## config.mk

```make
export PLATFORM = sky130hd
export DESIGN_NAME = ppu_data_port
export DESIGN_NICKNAME = d
export VERILOG_FILES = /design/src/rtl/ppu_data_port.sv
export SDC_FILE = /design/constraint.sdc
export NUM_CORES = 1
export LEC_CHECK = 0
export CORE_MARGIN = 5
export CORE_UTILIZATION = 42
export DETAILED_ROUTE_END_ITERATION = 12
export PLACE_DENSITY = 0.75
export SETUP_SLACK_MARGIN = 0.3
export SYNTH_ARGS = -nofsm -noshare
export SYNTH_HDL_FRONTEND = slang
export SYNTH_SLANG_ARGS = --single-unit
export TNS_END_PERCENT = 30
```

## constraint.sdc

```tcl
create_clock -name clk -period 1.9 [get_ports clk]
set_input_delay 0.57 -clock clk [delete_from_list [all_inputs] [get_ports clk]]
set_output_delay 0.57 -clock clk [all_outputs]
set_load 0.005 [all_outputs]
```

## src/rtl/ppu_data_port.sv

```systemverilog
// ppu_data_port: CPU-side PPUADDR/PPUDATA/PPUSCROLL port that owns the 14-bit VRAM address v.
// Latency: a register strobe is captured on clk_en edge N. A $2007 access runs during clk_en cycle N+1
//          and commits, with the increment of v, at that cycle's closing edge.
// Backpressure: none. A strobe is accepted on every clk_en edge, including the edge that closes an access.
//
// Ports:
//   clk, rst_n                       master clock, asynchronous active-low reset
//   clk_en                           PPU clock enable; state advances only on clk edges with clk_en=1
//   reg_en/reg_sel/reg_rw/reg_wdata  CPU register strobe ($2000+reg_sel)
//   reg_rdata                        registered PPUDATA read result
//   inc32, mirror_v                  PPUCTRL increment select, nametable mirroring select
//   vram_*                           nametable RAM port (11-bit mirrored address)
//   chr_addr/chr_rdata               CHR ROM read port
//   pal_*                            palette RAM port
//   scroll_x, scroll_y               last PPUSCROLL values
module ppu_data_port (
  input  logic        clk,
  input  logic        rst_n,
  input  logic        clk_en,
  input  logic        reg_en,
  input  logic [2:0]  reg_sel,
  input  logic        reg_rw,
  input  logic [7:0]  reg_wdata,
  output logic [7:0]  reg_rdata,
  input  logic        inc32,
  input  logic        mirror_v,
  output logic [10:0] vram_addr,
  output logic        vram_we,
  output logic [7:0]  vram_wdata,
  input  logic [7:0]  vram_rdata,
  output logic [12:0] chr_addr,
  input  logic [7:0]  chr_rdata,
  output logic [4:0]  pal_addr,
  output logic        pal_we,
  output logic [7:0]  pal_wdata,
  input  logic [7:0]  pal_rdata,
  output logic [7:0]  scroll_x,
  output logic [7:0]  scroll_y
);

  typedef enum logic [1:0] {S_IDLE, S_WR, S_RD} state_t;

  state_t      r_state;
  state_t      w_state_nxt;
  logic [13:0] r_v;
  logic [5:0]  r_t_hi;
  logic        r_w;
  logic [7:0]  r_rbuf;
  logic [7:0]  r_wdat;
  logic [7:0]  r_rdata;
  logic [7:0]  r_scroll_x;
  logic [7:0]  r_scroll_y;

  // Strobe decode; every action is qualified by clk_en.
  logic w_acc;
  logic w_wr7, w_rd7;
  assign w_acc = clk_en & reg_en;
  assign w_wr7 = w_acc & (reg_sel == 3'd7) & ~reg_rw;
  assign w_rd7 = w_acc & (reg_sel == 3'd7) &  reg_rw;

  // Target decode of v.
  logic w_tgt_chr, w_tgt_pal, w_tgt_vram;
  assign w_tgt_chr  = ~r_v[13];
  assign w_tgt_pal  = (r_v[13:8] == 6'h3F);
  assign w_tgt_vram = r_v[13] & ~w_tgt_pal;

  logic [13:0] w_v_inc;
  assign w_v_inc = r_v + (inc32 ? 14'd32 : 14'd1);

  // Address outputs are always live from v. A palette read refills rbuf from the
  // nametable at v-$1000; that only changes bits 13:12, so the decode of v is used as is.
  assign chr_addr  = r_v[12:0];
  assign vram_addr = mirror_v ? {r_v[10], r_v[9:0]} : {r_v[11], r_v[9:0]};
  // $3F10/14/18/1C alias the background entries $3F00/04/08/0C.
  assign pal_addr  = (r_v[1:0] == 2'b00) ? {1'b0, r_v[3:0]} : r_v[4:0];

  assign vram_wdata = r_wdat;
  assign pal_wdata  = r_wdat;
  assign reg_rdata  = r_rdata;
  assign scroll_x   = r_scroll_x;
  assign scroll_y   = r_scroll_y;

  // FSM: state register
  always_ff @(posedge clk or negedge rst_n) begin
    if (!rst_n) begin
      r_state <= S_IDLE;
    end else begin
      r_state <= w_state_nxt;
    end
  end

  // FSM: next state. A new $2007 strobe may arrive on the edge that closes an access.
  always_comb begin
    w_state_nxt = r_state;
    if (clk_en) begin
      if (w_wr7) begin
        w_state_nxt = S_WR;
      end else if (w_rd7) begin
        w_state_nxt = S_RD;
      end else begin
        w_state_nxt = S_IDLE;
      end
    end
  end

  // FSM: outputs. Write enables come straight from state, so they hold while clk_en is low
  // and drop the moment reset clears the state. CHR writes are dropped: CHR is ROM.
  always_comb begin
    vram_we = 1'b0;
    pal_we  = 1'b0;
    if (r_state == S_WR) begin
      vram_we = w_tgt_vram;
      pal_we  = w_tgt_pal;
    end
  end

  // Datapath
  always_ff @(posedge clk or negedge rst_n) begin
    if (!rst_n) begin
      r_v        <= 14'd0;
      r_t_hi     <= 6'd0;
      r_w        <= 1'b0;
      r_rbuf     <= 8'd0;
      r_wdat     <= 8'd0;
      r_rdata    <= 8'd0;
      r_scroll_x <= 8'd0;
      r_scroll_y <= 8'd0;
    end else if (clk_en) begin
      // Completing access: advance v and refill the read buffer.
      if (r_state != S_IDLE) begin
        r_v <= w_v_inc;
      end
      if (r_state == S_RD) begin
        r_rbuf <= w_tgt_chr ? chr_rdata : vram_rdata;
      end
      // New strobe. It is placed after the increment so that the second
      // $2006 write wins over an increment on the same edge.
      if (reg_en) begin
        case (reg_sel)
          3'd2: begin
            if (reg_rw) begin
              r_w <= 1'b0;
            end
          end
          3'd5: begin
            if (!reg_rw) begin
              if (!r_w) begin
                r_scroll_x <= reg_wdata;
              end else begin
                r_scroll_y <= reg_wdata;
              end
              r_w <= ~r_w;
            end
          end
          3'd6: begin
            if (!reg_rw) begin
              if (!r_w) begin
                r_t_hi <= reg_wdata[5:0];
              end else begin
                r_v <= {r_t_hi, reg_wdata};
              end
              r_w <= ~r_w;
            end
          end
          3'd7: begin
            if (reg_rw) begin
              // Palette reads bypass the buffer and return immediately.
              r_rdata <= w_tgt_pal ? pal_rdata : r_rbuf;
            end else begin
              r_wdat <= reg_wdata;
            end
          end
          default: ;
        endcase
      end
    end
  end

endmodule

```

==> metrics <==
TritonCTS clock tree built; Antenna Nets Post-Route 0; die width 100 um; Final HPWL DP 6500 um; Root Buffer clkbuf_8; router iterations before antenna repair 5; Max-Cap Viols 0; startpoint types register; initial antenna violation count 0; CTS sink count 63; Setup violations, final 2; Min-Delay Path Class in2async; WP data required 1.33 ns; WS Path Type reg2out; Slew @ Worst Pin 0.399 ns; Cells after Synth 309; gr ovfl total 0; die area 10,100 um2; Final Hold Vio Count 0; Finished Core Util 0.658; I/O pin count 113; std cell rows 33; drt initial violations 162; H-tree levels 3; share of layout cells above drive strength 1 0.419; FF-to-FF setup slack 0.20 ns; sequential-to-total area share from yosys stat 0.459; Clock Pin Slew Worst Setup and Hold Paths 0.08 ns; vias in the first global route 3,005; reg2reg start r_v[0]$_DFFE_PN0P_; Routability Congestion 0.860; RSZ-0062 raised after global routing yes; aggregate negative setup slack -0.0340 ns; final worst slack -0.0304 ns; I/O Buffers 112; cell breakdown of the critical path and4_4, nand3_4, nor3b_2, buf_2; worst-path fanout max 3; buffers and inverters on the worst path 1; Mean Syn Cell Area 11.1 um2; Remaining DRCs 0; CTS buffer count 9; Cells after DPL 516; count of pins over their slew limit 0; via count 2,931; Critical Path Stages 4; Cell Area, Synth 3430 um2; post-synthesis cell type count 51; commonest non-fill, non-tap cell in the layout dfrtp_1; routed len/inst 17.3 um; most frequent cells in the layout dfrtp_1, clkdlybuf4s15_1, buf_4; ys flop type dfrtp_1; n_diodes 0; dpl ws -0.492 ns; PwrDens 905 nW/um2; EDFF count, synth 0; fin crit share 1.02; final non-filler cell total 556; largest net degree at the start of global routing 39; Seq cells post-synth 63; peak supply drop 0.457 mV; core box area 8090 um2; clock skew 0.0114 ns; Nets 491; minimum clock period 1.93 ns; CP Capture Type primary output; Syn Nets 354; failing checks negative setup slack; Reg2Reg Depth 7; WL final 9600 um; worst skew pair latency 0.35 ns; Via density 5.27; clock buffer depth 2; Lkg Pwr 2.50 nW; CP peak stage delay 0.36 ns; CP max stage cell dfrtp_1; hold slack 0.135 ns; Die Y 100 um; FF-to-FF End r_v[8]$_DFFE_PN0P_; Arr. time, crit path 1.36 ns; initial cell density of the core 0.424; Rel. slew slack 0.734; GRT Total Usage 0.185; YS warnings 0; delay-heaviest family, CP simple AND/OR/NAND/NOR gates; ys async rst share 1.00; status finished with violations; Peak Freq 518 MHz; global-route wire length before repair 14,900 um; Area Growth Syn to Fin 55.2%
-- power breakdown --
| group | switching, mW | internal, mW | total (mW) |
|---|---|---|---|
| logic | 0.733 | 1.17 | 1.90 |
| clock network | 0.573 | 0.513 | 1.09 |
| registers | 0.210 | 1.63 | 1.84 |
-- through the flow --
step,power (mW),instance area (um2)
finish,4.82,5330
global route,5.08,5330
CTS,4.64,5080
detailed placement,3.50,4750
global placement,3.45,4750
floorplan,2.71,3480
-- state kept, by name (all words and copies together) (netlist names) --
signal	cells
r_state	2
pal_wdata	8
reg_rdata	8
r_rbuf	8
scroll_y	8
r_w	1
r_t_hi	6
scroll_x	8
r_v	14
-- final cells by class --
cell class	instances	area [um2]
timing repair buffer	175	1660
fill	621	2770
inverter	5	18.8
clock inverter	6	45.0
clock buffer	10	138
sequential	63	1580
tap	105	131
multi-input combinational	192	1750
-- worst max-delay path by stage --
stage,startpoint,end,slack (ns)
after floorplan,clk_en,r_t_hi[0]$_DFFE_PN0P_,0.25
after global placement,mirror_v,vram_addr[10],-0.47
after detailed placement,mirror_v,vram_addr[10],-0.49
after CTS,r_v[9]$_DFFE_PN0P_,chr_addr[9],-0.03
after global routing,r_v[11]$_DFFE_PN0P_,pal_we,-0.1
final,r_v[11]$_DFFE_PN0P_,pal_we,-0.03
-- kinds of logic after synthesis --
kind of cell | Yosys count | synth area share
AO/OA/AOI/OAI | 61 | 0.132
XOR/XNOR | 1 | 0.00255
adder cells (fa/ha/maj) | 3 | 0.0109
buffers and inverters | 54 | 0.104
flip-flops | 63 | 0.459
multiplexers | 49 | 0.161
AND/OR/NAND/NOR | 78 | 0.131
-- worst register-to-register path, delay by kind of cell, from the launching register on --
family | cells | cell delay [ns]
AO/OA/AOI/OAI | 1 | 0.13
adder cells (fa/ha/maj) | 2 | 0.33
flip-flops | 1 | 0.40
buffers and inverters | 2 | 0.20
AND/OR/NAND/NOR | 2 | 0.56
-- metal layers --
layer	part of all wire	global-route usage	routed length, um	up-vias
met3	0.047	0.0368	453	22
li1	-	-	-	1371
met2	0.50	0.315	4770	98
met1	0.43	0.228	4150	1440
met5	0	0	0	-
met4	0.023	0.0746	225	0
-- synthesized netlist by cell type (2+ instances only) --
library cell   n  area (um2)
a211oi_1       5        37.5
a21o_1         2        15.0
a21oi_1       12        60.1
a2bb2oi_1     10        87.6
and3_1         2        12.5
and4_1         4        35.0
buf_1          2        7.51
buf_2          7        35.0
buf_4         35         263
buf_6          2        22.5
clkbuf_1       3        11.3
dfrtp_1       63        1580
ha_1           3        37.5
inv_1          5        18.8
mux2_2        25         282
mux2_4         6        90.1
mux2i_1       18         180
nand2_1       17        63.8
nand2b_1       9        56.3
nand3_1        7        35.0
nand3b_1       4        30.0
nand4_1        2        12.5
nor2_1        10        37.5
nor2_2         2        12.5
nor3_1         5        25.0
nor4_1         3        18.8
o211ai_1       3        22.5
o21a_1         2        15.0
o21ai_0       10        50.1
o22ai_1        7        43.8
o32ai_1        2        17.5
or4_1          3        22.5
-- timing repair --
| action | 4_1_cts | 5_1_grt |
|---|---|---|
| gates resized for setup | 178 | 84 |
| hold buffers | 0 | 0 |
| pin swaps | 10 | 23 |
| endpoints found under the setup margin | 127 | 72 |
| buffers inserted | 18 | 6 |
| cloned | 0 | 0 |
No activity file was read; power rests on OpenSTA's default activity.
